## src/rtl/seq_divider8.sv

```systemverilog
// seq_divider8 -- sequential unsigned restoring divider, one quotient bit per clock.
//
// Ports:
//   clk          system clock, rising edge
//   rst          asynchronous active-high reset
//   start        request pulse; X/Y sampled when accepted (IDLE or DONE only)
//   X            dividend
//   Y            divisor
//   Quo          quotient, registered, held until the next done
//   Rem          remainder, registered, held until the next done
//   busy         high while iterating
//   done         one-cycle pulse when Quo/Rem are valid
//   div_by_zero  high with done when Y was 0; held until the next accepted start
//   chk_err      sticky result self-check mismatch flag
//
// Optional feature: define DIV_SELFCHECK_EN to build a Quo*V+Rem == X checker
// driving chk_err. Without it, chk_err is tied low.
module seq_divider8 #(
  parameter int unsigned WIDTH = 8
) (
  input  logic             clk,
  input  logic             rst,
  input  logic             start,
  input  logic [WIDTH-1:0] X,
  input  logic [WIDTH-1:0] Y,
  output logic [WIDTH-1:0] Quo,
  output logic [WIDTH-1:0] Rem,
  output logic             busy,
  output logic             done,
  output logic             div_by_zero,
  output logic             chk_err
);

  localparam int unsigned CW = $clog2(WIDTH + 1);

  typedef enum logic [1:0] {
    S_IDLE = 2'd0,
    S_RUN  = 2'd1,
    S_DONE = 2'd2
  } state_t;

  state_t           state_q, state_d;
  logic [CW-1:0]    cnt_q, cnt_d;
  logic [WIDTH-1:0] d_q, d_d;      // dividend shifting out, quotient shifting in
  logic [WIDTH-1:0] v_q, v_d;      // divisor
  logic [WIDTH-1:0] r_q, r_d;      // partial remainder
  logic [WIDTH-1:0] quo_q, quo_d;
  logic [WIDTH-1:0] rem_q, rem_d;
  logic             dbz_q, dbz_d;

  logic [WIDTH:0]   t;
  logic [WIDTH:0]   diff;
  logic             ge;
  logic [WIDTH-1:0] r_step;
  logic [WIDTH-1:0] d_step;
  logic             accept;
  logic             last_iter;

  // One restoring step, evaluated every cycle and used only in RUN.
  always_comb begin
    t      = {r_q, d_q[WIDTH-1]};
    ge     = (t >= {1'b0, v_q});
    diff   = t - {1'b0, v_q};
    // When T >= V the difference is below V, so it fits in WIDTH bits.
    r_step = ge ? diff[WIDTH-1:0] : t[WIDTH-1:0];
    d_step = {d_q[WIDTH-2:0], ge};
  end

  assign accept    = start && (state_q != S_RUN);
  assign last_iter = (state_q == S_RUN) && (cnt_q == CW'(1));

  always_comb begin
    state_d = state_q;
    cnt_d   = cnt_q;
    d_d     = d_q;
    v_d     = v_q;
    r_d     = r_q;
    quo_d   = quo_q;
    rem_d   = rem_q;
    dbz_d   = dbz_q;

    unique case (state_q)
      S_RUN: begin
        d_d   = d_step;
        r_d   = r_step;
        cnt_d = cnt_q - CW'(1);
        if (cnt_q == CW'(1)) begin
          state_d = S_DONE;
          quo_d   = d_step;
          rem_d   = r_step;
        end
      end
      default: begin
        state_d = S_IDLE;
        if (start) begin
          if (Y == '0) begin
            state_d = S_DONE;
            quo_d   = '1;
            rem_d   = X;
            dbz_d   = 1'b1;
          end else begin
            state_d = S_RUN;
            d_d     = X;
            v_d     = Y;
            r_d     = '0;
            cnt_d   = CW'(WIDTH);
            dbz_d   = 1'b0;
          end
        end
      end
    endcase
  end

  always_ff @(posedge clk or posedge rst) begin
    if (rst) begin
      state_q <= S_IDLE;
      cnt_q   <= '0;
      d_q     <= '0;
      v_q     <= '0;
      r_q     <= '0;
      quo_q   <= '0;
      rem_q   <= '0;
      dbz_q   <= 1'b0;
    end else begin
      state_q <= state_d;
      cnt_q   <= cnt_d;
      d_q     <= d_d;
      v_q     <= v_d;
      r_q     <= r_d;
      quo_q   <= quo_d;
      rem_q   <= rem_d;
      dbz_q   <= dbz_d;
    end
  end

`ifdef DIV_SELFCHECK_EN
  logic [WIDTH-1:0]   xorig_q, xorig_d;
  logic               chk_q, chk_d;
  logic [2*WIDTH-1:0] recon;

  // Check the values being loaded into Quo/Rem so chk_err rises with done.
  always_comb begin
    xorig_d = xorig_q;
    if (accept && (Y != '0)) xorig_d = X;
    recon = ({{WIDTH{1'b0}}, quo_d} * {{WIDTH{1'b0}}, v_q}) + {{WIDTH{1'b0}}, rem_d};
    chk_d = chk_q;
    if (last_iter && (recon != {{WIDTH{1'b0}}, xorig_q})) chk_d = 1'b1;
  end

  always_ff @(posedge clk or posedge rst) begin
    if (rst) begin
      xorig_q <= '0;
      chk_q   <= 1'b0;
    end else begin
      xorig_q <= xorig_d;
      chk_q   <= chk_d;
    end
  end

  assign chk_err = chk_q;
`else
  assign chk_err = 1'b0;
`endif

  assign Quo         = quo_q;
  assign Rem         = rem_q;
  assign busy        = (state_q == S_RUN);
  assign done        = (state_q == S_DONE);
  assign div_by_zero = dbz_q;

endmodule
```

## config.mk

```make
export PLATFORM = sky130hd
export DESIGN_NAME = seq_divider8
export DESIGN_NICKNAME = d
export VERILOG_FILES = /design/src/rtl/seq_divider8.sv
export SDC_FILE = /design/constraint.sdc
export NUM_CORES = 1
export LEC_CHECK = 0
export ABC_AREA = 1
export BUFFER_PORTS_ARGS = -buffer_cell sky130_fd_sc_hd__buf_2
export CELL_PAD_IN_SITES_DETAIL_PLACEMENT = 1
export CELL_PAD_IN_SITES_GLOBAL_PLACEMENT = 1
export CORE_ASPECT_RATIO = 0.7
export CORE_MARGIN = 10
export CORE_UTILIZATION = 38
export DETAILED_ROUTE_END_ITERATION = 10
export PLACE_DENSITY_LB_ADDON = 0.3
export SLEW_MARGIN = 5
export SYNTH_ARGS = -nofsm -noshare
export SYNTH_HDL_FRONTEND = slang
export SYNTH_SLANG_ARGS = --single-unit
```

## constraint.sdc

```tcl
create_clock -name clk -period 1.6 [get_ports clk]
set_input_delay 0 -clock clk [delete_from_list [all_inputs] [get_ports clk]]
set_output_delay 0 -clock clk [all_outputs]
set_load 0.1 [all_outputs]
```

# After elaboration in Yosys (flattened, before gate mapping)
# Cells that the tools add are included.
[word_totals]
inputBits = 19
elab_cells = 48
regBits = 47
output_inout_bits = 20
[classes]
n_addsub = 2
eq_ne = 5
n_reduce_logical = 7
bitwise = 2
order_cmp = 1
mux = 23
[ops]
columns = ["op", "n"]
rows = [
  ["8-bit two-way mux", 15],
  ["4-bit two-way mux", 3],
  ["9-bit by 8-bit greater-or-equal comparator with 1-bit output", 1],
  ["8-bit zero test", 1],
  ["2-bit two-way mux", 4],
  ["8-bit subtractor", 1],
  ["3-bit AND reduction", 2],
  ["4-bit by 1-bit == test with 1-bit output (second input constant)", 1],
  ["2-bit AND reduction", 2],
  ["2-bit nonzero test", 2],
  ["4-bit by 1-bit subtractor with 4-bit output (second input constant)", 1],
  ["2-bit by 1-bit == test with 1-bit output (second input constant)", 1],
  ["2-bit == test (second input constant)", 1],
  ["2-bit by 1-bit != test with 1-bit output (second input constant)", 1],
  ["2-bit != test (second input constant)", 1],
  ["1-bit inverter", 2],
  ["1-bit two-way mux", 1],
]

# Longest topological paths before layout
# Gate-level depths: netlist (run 1).
[depth]
depth_word = 4
ltp_mapped = 13
depth_no_buf = 13

# Worst setup path after synthesis (run 1)
# OpenSTA, ideal clock, no wires.
[synth_timing]
kind = "flip-flop to flip-flop"
from = "register d_q[7]"
to = "register rem_q[4], in the netlist Rem[4]"
t_required_ns = 1.487
arrival_time_ns = 1.568
setup_ns = 0.113
path_buffers = 0
synth_period_minus_slack_ns = 1.681
path_stages_with_launch = 12
slack_ns = -0.081
cell_sequence = "dfrtp_1 > inv_1 > ha_1 > inv_1 > fa_1 > nand3_1 > nand3_1 > xor2_1 > nand3_1 > nand3_1 > nand2_1 > inv_1"
[synth_between]
elab_chain_cells = 4
word_cells_on_any_way = 5
classes_between = "add/sub: 1; order compare: 1; mux: 3"
[synth_lines]
columns = ["element", "line_no", "source"]
rows = [
  ["from (decl)", "44", "logic [WIDTH-1:0] d_q, d_d;"],
  ["from (signal assigned)", "118", "d_q <= '0;"],
  ["from (signal assigned)", "127", "d_q <= d_d;"],
  ["8-bit subtractor or 9-bit by 8-bit greater-or-equal comparator with 1-bit output (tied branches)", "63, 62", ""],
  ["8-bit two-way mux *", "65", "r_step = ge ? diff[WIDTH-1:0] : t[WIDTH-1:0];"],
  ["8-bit two-way mux *", "87", "if (cnt_q == CW'(1)) begin"],
  ["8-bit two-way mux *", "82", "unique case (state_q)"],
  ["to (signal assigned)", "131", "rem_q <= rem_d;"],
  ["to (decl)", "48", "logic [WIDTH-1:0] rem_q, rem_d;"],
]
# Mark *: on every way between the ends. The rest lies on a longest branch, timed or not. The select of a mux whose other input is x is not followed.
# A chain may end at the register's enable or synchronous reset.

# Worst setup path after layout (run 1)
[layout_timing]
from = "register v_q[6]"
to = "register rem_q[4], in the netlist Rem[4]"
[layout_between]
elab_chain_cells = 4
[layout_lines]
columns = ["element", "line_no", "source"]
rows = [
  ["from (decl)", "45", "logic [WIDTH-1:0] v_q, v_d;"],
  ["from (signal assigned)", "128", "v_q <= v_d;"],
  ["9-bit by 8-bit greater-or-equal comparator with 1-bit output", "62", "ge = (t >= {1'b0, v_q});"],
  ["8-bit two-way mux", "65", ""],
  ["8-bit two-way mux", "87", ""],
  ["8-bit two-way mux", "82", ""],
]
# Every way passes these cells. The select of a mux whose other input is x is not followed.

==> impl_metrics.tcl, run 1 <==
set metrics [dict create \
    status "finished with violations" \
    violations "setup timing" \
    cts_buffers 5 \
    final_max_slew_viol_count 0 \
    yosysMostFrequentCell "nand2_1" \
    grt_pass1_wl_um 15700 \
    rows 25 \
    antenna_found_initial 0 \
    final_util_pct 59.6 \
    synth.distinct_cells 31 \
    pre_cts_slack_ns -0.289 \
    layout.nets 489 \
    skew_ns 0.0122 \
    hpwl_um 6640 \
    maxCapViolations 0 \
    synth_flop_cell "dfrtp_1" \
    drtPass1Iterations 4 \
    startpoint_type "register" \
    synthCells 357 \
    diodes 0 \
    fmax_ghz 0.553 \
    hold_violations 0 \
    grt_util_all_layers_pct 17.9 \
    nFillCells 842 \
    netlist_area_um2 2700 \
    period_share_pct 113 \
    wl_per_cell_um 18.3 \
    crit_arrival_ns 2.02 \
    core-area_um2 6820 \
    yosysWarnings 0 \
    period_needed_ns 1.81 \
    h-tree-depth 2 \
    synth.top_cells.by_area "dfrtp_1 (44%), nand2_1 (11%), inv_1 (9.3%)" \
    async_reset_ff_share_pct 100 \
    grt_setup_unrepaired "true" \
    first_iter_violations 180 \
    crit_type "register to register" \
    synth_seq_cells 47 \
    ant_nets 0 \
    gp_congestion 0.886 \
    clock_latency_ns 0.31 \
    finalWorstSetupSlack_ns -0.209 \
    vias 2817 \
    grt.overflow.total 0 \
    synth_top_area_share_pct 43.5 \
    start_util_pct 39.6 \
    root_buffer "clkbuf_8" \
    die_w_um 121 \
    setup_viol 18 \
    clk_pin_slew_ns 0.09 \
    drive_above_1_share_pct 42.6 \
    fp.dieArea_um2 10900 \
    synth_nets 387 \
    layoutNonFillerInstCount 554 \
    synth_area_per_cell_um2 7.57 \
    cts_tree "built" \
    die_y_um 90.6 \
    port_buffers 37 \
    drc_errors 0 \
    cts_sinks 47 \
    path_max_fanout 5 \
    end_kind "register" \
    grt_pass1_vias 2983 \
    grt_max_degree 48 \
    synth_top_area_cell "dfrtp_1" \
    cts_buffer_depth 2 \
    tns_ns -2.49 \
    yosysSeqAreaShare_pct 43.5 \
    hp-class "primary input to register" \
    synth_commonest_cells "nand2_1 (78), inv_1 (67), dfrtp_1 (47)" \
    cp.required_ns 1.81 \
    synth_edf_count 0 \
    wirelength_um 10100 \
    num_io_pins 39 \
    placedCellCount 522 \
    viasPerCell 5.08 \
    syn_to_final_growth_pct 50.4 \
]
kinds of logic (layout without fill, tap and decap cells):
logic type / after synthesis / after routing / share of synthesized area [%]
XOR/XNOR: 3 / 3 / 0.972
adder cells (fa/ha/maj): 11 / 11 / 5.37
flip-flops: 47 / 47 / 43.5
buffers and inverters: 78 / 180 / 11.6
other: 1 / 1 / 0.139
AO/OA/AOI/OAI: 41 / 41 / 7.87
AND/OR/NAND/NOR: 176 / 177 / 30.6
timing repair:
action,in CTS,in global routing
setup buffers,10,6
hold buffers,7,0
resized for setup,65,24
gates cloned,1,0
pin swaps,36,24
setup endpoints to repair,19,37
hold endpoints to repair,53,0
stage by stage:
stage | hold slack, ns | area [um2]
global placement | 0.0576 | 3340
CTS | 0.00725 | 3920
global route | 0.0228 | 4060
floorplan | 0.163 | 2720
detailed placement | 0.0575 | 3340
finish | 0.00936 | 4060
layer usage:
metal / vias to the layer above / share of wire (%) / global-route usage (%)
li1: 1321 / - / -
met1: 1391 / 44 / 23.3
met2: 81 / 48 / 28.5
met3: 24 / 6.3 / 4.56
met4: 0 / 2.1 / 5.01
met5: - / 0 / 0
state kept, by name, summed over array words and instances, names as in the netlist:
name and count:
Quo 8, div_by_zero 1, cnt_q 4, v_q 8, d_q 8, Rem 8, state_q 2, r_q 8
path summary, 6_finish.rpt:
path	from	endpoint	slack [ns]	cells after the start
worst max register to register	v_q[6]	Rem[4]	-0.21	10
min in group asynchronous	rst	d_q[6]	0.26	4
max in group asynchronous	rst	v_q[6]	1.10	4
worst max-delay path	v_q[6]	Rem[4]	-0.21	10
worst min-delay path	Y[2]	v_q[2]	0.009	3
worst min register to register	div_by_zero	div_by_zero	0.52	2
final cells by class:
type / instances / area [um2] / area share, %
Tap cell: 94 / 118 / 2.89
Multi-Input combinational cell: 233 / 1610 / 39.6
Clock inverter: 2 / 60.1 / 1.48
Sequential cell: 47 / 1180 / 28.9
Clock buffer: 6 / 72.6 / 1.79
Inverter: 70 / 265 / 6.53
Timing Repair Buffer: 102 / 763 / 18.8
critical path, stage by stage, from the launching register on:
cell	delay, ns
dfrtp_1	0.41
inv_2	0.08
ha_4	0.22
nand2_2	0.09
nand2_4	0.07
a21oi_4	0.25
nand4_4	0.21
nand3_2	0.16
nand3_2	0.10
nand2_2	0.08
inv_2	0.03
placed cells by master (no fill, tap or decap), drive strengths merged, types with 2 or more instances in the layout:
cell type / Yosys / final
dlygate4sd3: 0 / 7
inv: 70 / 70
ha: 10 / 10
dfrtp: 47 / 47
clkbuf: 1 / 6
nor2: 36 / 36
bufinv: 0 / 2
a21oi: 10 / 10
xnor2: 2 / 2
nand2: 82 / 82
buf: 7 / 95
or2: 8 / 8
nand3: 36 / 36
o21ai: 27 / 27
nand4: 13 / 14
Power of run 1 is not shown: default switching activity piles up to over one toggle a cycle in this logic, so the estimate is an artifact.
==> run 2: changes to the inputs <==
--- a/config.mk
+++ b/config.mk
@@ -13,7 +13,7 @@
 export CORE_MARGIN = 10
 export CORE_UTILIZATION = 38
 export DETAILED_ROUTE_END_ITERATION = 10
-export PLACE_DENSITY_LB_ADDON = 0.3
+export PLACE_DENSITY_LB_ADDON = 0.12
 export SLEW_MARGIN = 5
 export SYNTH_ARGS = -nofsm -noshare
 export SYNTH_HDL_FRONTEND = slang
==> impl_metrics.tcl, run 2 (synthesis results as in run 1) <==
set metrics [dict create \
    status "finished with violations" \
    violations "setup timing" \
    h-tree-depth 2 \
    viasPerCell 5.06 \
    die_y_um 90.6 \
    antenna_found_initial 0 \
    reg2regPathDepth 12 \
    cts_buffers 5 \
    clk_pin_slew_ns 0.10 \
    worstSetupStartpoint "v_q[4]" \
    mostFrequentLayoutCells "nand2_1 (56), inv_1 (54), buf_4 (50)" \
    num_io_pins 39 \
    maxCapViolations 0 \
    cts_sinks 47 \
    grt_max_degree 22 \
    grt_pass1_vias 2961 \
    cts_buffer_depth 2 \
    core-area_um2 6820 \
    crit_end "Rem[0]" \
    final_util_pct 60.2 \
    first_iter_violations 140 \
    vias 2798 \
    layout.nets 489 \
    port_buffers 37 \
    syn_to_final_growth_pct 52.0 \
    clock_latency_ns 0.31 \
    die_w_um 121 \
    grt_util_all_layers_pct 16.6 \
    cts_tree "built" \
    regToRegSetupSlack_ns -0.27 \
    crit_type "register to register" \
    layout_commonest_cell "nand2_1" \
    start_util_pct 39.6 \
    period_needed_ns 1.87 \
    diodes 0 \
    fp.dieArea_um2 10900 \
    cp.required_ns 1.80 \
    wl_per_cell_um 18.7 \
    hold_violations 0 \
    root_buffer "clkbuf_8" \
    final_max_slew_viol_count 0 \
    r2r_end "Rem[0]" \
    crit_arrival_ns 2.07 \
    end_kind "register" \
    startpoint_type "register" \
    drive_above_1_share_pct 45.1 \
    grt.overflow.total 0 \
    grt_setup_unrepaired "true" \
    skew_ns 0.0107 \
    hp-class "primary input to register" \
    wirelength_um 10300 \
    r2r_start "v_q[4]" \
    finalWorstSetupSlack_ns -0.272 \
    gp_congestion 0.850 \
    grt_pass1_wl_um 14900 \
    hpwl_um 6350 \
    period_share_pct 117 \
    drtPass1Iterations 4 \
    rows 25 \
    whs_ns 0.0416 \
    path_max_fanout 5 \
    ant_nets 0 \
    fmax_ghz 0.534 \
    setup_viol 18 \
    drc_errors 0 \
]
==> run 2: final cells by class <==
class                   count  area, um2
repair buffers            102        769
fillers                   832       2710
clock buffers               6       82.6
well taps                  94        118
flip-flops and latches     47       1180
multi-input cells         233       1690
inverters                  70        268
clock inverters             1       5.00
==> run 2: worst min path at each step <==
stage / cells after the start / start / endpoint
after CTS: 3 / Y[6] / v_q[6]
after detailed placement: 2 / rst / cnt_q[3]
final: 3 / Y[6] / v_q[6]
after floorplan: 2 / Y[4] / v_q[4]
after global placement: 2 / rst / cnt_q[1]
after global routing: 3 / Y[6] / v_q[6]
==> run 2: critical path, stage by stage, from the launching register on <==
cell and delay [ns]:
dfrtp_1 0.41, inv_2 0.10, ha_4 0.23, nand2_4 0.09, inv_2 0.05, nand2_4 0.11, nand2_4 0.07, nand2_4 0.11
nand4_4 0.19, nand3_2 0.15, nand3_1 0.11, nand2_1 0.10, inv_1 0.05
==> run 2: metrics by stage <==
stage                     TNS (ns)  area [um2]  std cells  setup slack (ns)
after CTS                    -1.03        3790        543            -0.129
after global routing         -4.33        4110        553            -0.359
after floorplan            -0.0204        2720        357           -0.0204
after global placement       -2.67        3310        518            -0.231
after detailed placement     -3.35        3310        518            -0.282
final                        -2.91        4110        553            -0.272
==> run 2: metal layers <==
| metal | track usage, % | routed length (um) | up-vias |
|---|---|---|---|
| met3 | 3.44 | 634 | 19 |
| li1 | - | - | 1327 |
| met1 | 23.7 | 4600 | 1367 |
| met2 | 25.1 | 4880 | 85 |
| met5 | 0 | 0 | - |
| met4 | 2.71 | 210 | 0 |
==> run 2: what timing repair did <==
item | CTS | global route
setup buffers | 9 | 10
cloned | 1 | 0
endpoints found under the hold margin | 26 | 0
hold buffers | 8 | 0
resized for setup | 50 | 60
endpoints found under the setup margin | 18 | 29
pin swaps | 28 | 34
Power of run 2 is left out for the same reason.
==> run 3: changes to the inputs <==
--- a/config.mk
+++ b/config.mk
@@ -14,6 +14,7 @@
 export CORE_UTILIZATION = 38
 export DETAILED_ROUTE_END_ITERATION = 10
 export PLACE_DENSITY_LB_ADDON = 0.12
+export RECOVER_POWER = 100
 export SLEW_MARGIN = 5
 export SYNTH_ARGS = -nofsm -noshare
 export SYNTH_HDL_FRONTEND = slang
==> constraint.sdc (replaced) <==
create_clock -name clk -period 1.6 [get_ports clk]
set_input_delay 0 -clock clk [delete_from_list [all_inputs] [get_ports clk]]
set_output_delay 0 -clock clk [all_outputs]
set_load 0.005 [all_outputs]
==> impl_metrics.tcl, run 3 (synthesis results as in run 1) <==
set metrics [dict create \
    status "finished with violations" \
    violations "setup timing" \
    comb_power_share_pct 70.5 \
    layout_commonest_cell "nand2_1" \
    hpwl_um 6320 \
    p_sw_mw 5.05 \
    clock_latency_ns 0.30 \
    cts_tree "built" \
    die_y_um 90.6 \
    nFillCells 847 \
    rows 25 \
    ant_nets 0 \
    internal_power_mw 5.37 \
    grt.overflow.total 0 \
    mostFrequentLayoutCells "nand2_1 (60), inv_1 (56), dfrtp_1 (47)" \
    layout.nets 483 \
    worstSetupStartpoint "r_q[4]" \
    cts_sinks 47 \
    path_max_fanout 8 \
    start_util_pct 39.6 \
    final_area_um2 3940 \
    min_from "Y[4]" \
    skew_ns 0.00717 \
    syn_to_final_growth_pct 45.6 \
    port_buffers 37 \
    clkPwrFrac_pct 8.9 \
    gp_congestion 0.831 \
    crit_type "register to register" \
    antenna_found_initial 0 \
    first_iter_violations 130 \
    final_max_slew_viol_count 0 \
    grt_setup_unrepaired "true" \
    die_w_um 121 \
    fmax_ghz 0.553 \
    h-tree-depth 2 \
    hold_violations 0 \
    tightest_slew_ns 0.699 \
    setup_viol 19 \
    wirelength_um 9640 \
    p_per_area_nw_per_um2 2650 \
    regToRegSetupSlack_ns -0.21 \
    r2r_start "r_q[4]" \
    cts_buffer_depth 2 \
    root_buffer "clkbuf_8" \
    drive_above_1_share_pct 38.5 \
    crit_arrival_ns 2.01 \
    period_share_pct 113 \
    power.share.switching_pct 48.5 \
    maxCapViolations 0 \
    p_leak_nw 2.01 \
    core-area_um2 6820 \
    fp.dieArea_um2 10900 \
    place_area_um2 3240 \
    num_io_pins 39 \
    cp.required_ns 1.80 \
    crit_end "Rem[5]" \
    reg2regPathDepth 10 \
    startpoint_type "register" \
    end_kind "register" \
    viasPerCell 5.07 \
    r2r_end "Rem[5]" \
    hp-class "primary input to register" \
    seqPwrFrac_pct 20.6 \
    grt_max_degree 31 \
    maxSlewHeadroom_pct 53.4 \
    finalWorstSetupSlack_ns -0.210 \
    diodes 0 \
    irDropWorstVdd_v 0.000889 \
    clk_pin_slew_ns 0.09 \
    totalPowerFinal_mw 10.4 \
    vias 2781 \
    drc_errors 0 \
    drtPass1Iterations 4 \
    grt_pass1_wl_um 15900 \
    wl_per_cell_um 17.6 \
    period_needed_ns 1.81 \
    grt_util_all_layers_pct 17.7 \
    cts_buffers 5 \
    grt_pass1_vias 3102 \
]
[run 3: changes by cell type in the layout (fill, tap and decap cells not counted), sizes merged]
| cell | before | now |
|---|---|---|
| clkbuf | 6 | 30 |
| dlygate4sd3 | 8 | 7 |
| buf | 94 | 65 |
| bufinv | 0 | 1 |
[run 3: worst max-delay path, stage by stage (launching register included)]
cell and delay [ns]:
dfrtp_1 0.44, ha_4 0.32, nand2_1 0.11, nor2_2 0.15, inv_1 0.08, nor2_2 0.13, nor2_4 0.09, nand4_1 0.17
nand3_2 0.11, nand2_1 0.07, inv_1 0.03
[run 3: layout make-up]
class / instances / area (um2) / share of cell area [%]
Multi-Input combinational cell: 233 / 1630 / 41.5
Sequential cell: 47 / 1180 / 29.9
Timing Repair Buffer: 96 / 624 / 15.9
Inverter: 70 / 265 / 6.74
Tap cell: 94 / 118 / 2.99
Clock buffer: 6 / 82.6 / 2.10
Clock inverter: 2 / 35.0 / 0.890
[run 3: metrics by stage]
step                std cells  TNS [ns]  setup slack, ns  util [%]  hold WS (ns)
floorplan                 357   -0.0130          -0.0130         -         0.163
global placement          514     -3.14           -0.260      47.5        0.0236
detailed placement        514     -3.60           -0.275      47.5        0.0291
CTS                       542     -1.01           -0.152      56.3        0.0223
global route              548     -4.66           -0.284      57.7        0.0283
finish                    548     -2.36           -0.210      57.7        0.0188
[run 3: what timing repair did]
item,in CTS,in global routing
cloned,1,0
pin swaps,35,30
setup endpoints to repair,18,32
setup buffers,12,6
hold buffers,7,0
resized for setup,68,29
hold endpoints to repair,23,0
[run 3: worst min-delay path by stage]
stage                     to  slack, ns  depth (start not counted)
CTS                   v_q[6]       0.02                          3
global route          v_q[4]       0.03                          3
floorplan             v_q[4]       0.16                          2
global placement    cnt_q[2]       0.02                          2
detailed placement  cnt_q[3]       0.03                          2
finish                v_q[4]       0.02                          3
[run 3: power groups by stage]
stage                     combinational (mW)  clock, mW  sequential [mW]
after floorplan                         3.30          0             2.04
after global placement                  5.06          0             2.06
after detailed placement                5.17          0             2.09
after CTS                               6.58      0.946             2.11
after global routing                    8.05       1.01             2.21
final                                   7.34      0.930             2.15
[run 3: metal layers]
layer,wire length [um],vias to the layer above,GRT usage (%)
li1,-,1317,-
met1,4480,1361,23.1
met2,4470,81,28.3
met3,476,22,3.94
met4,215,0,5.51
met5,0,-,0
Power figures use the tool's default switching activity.
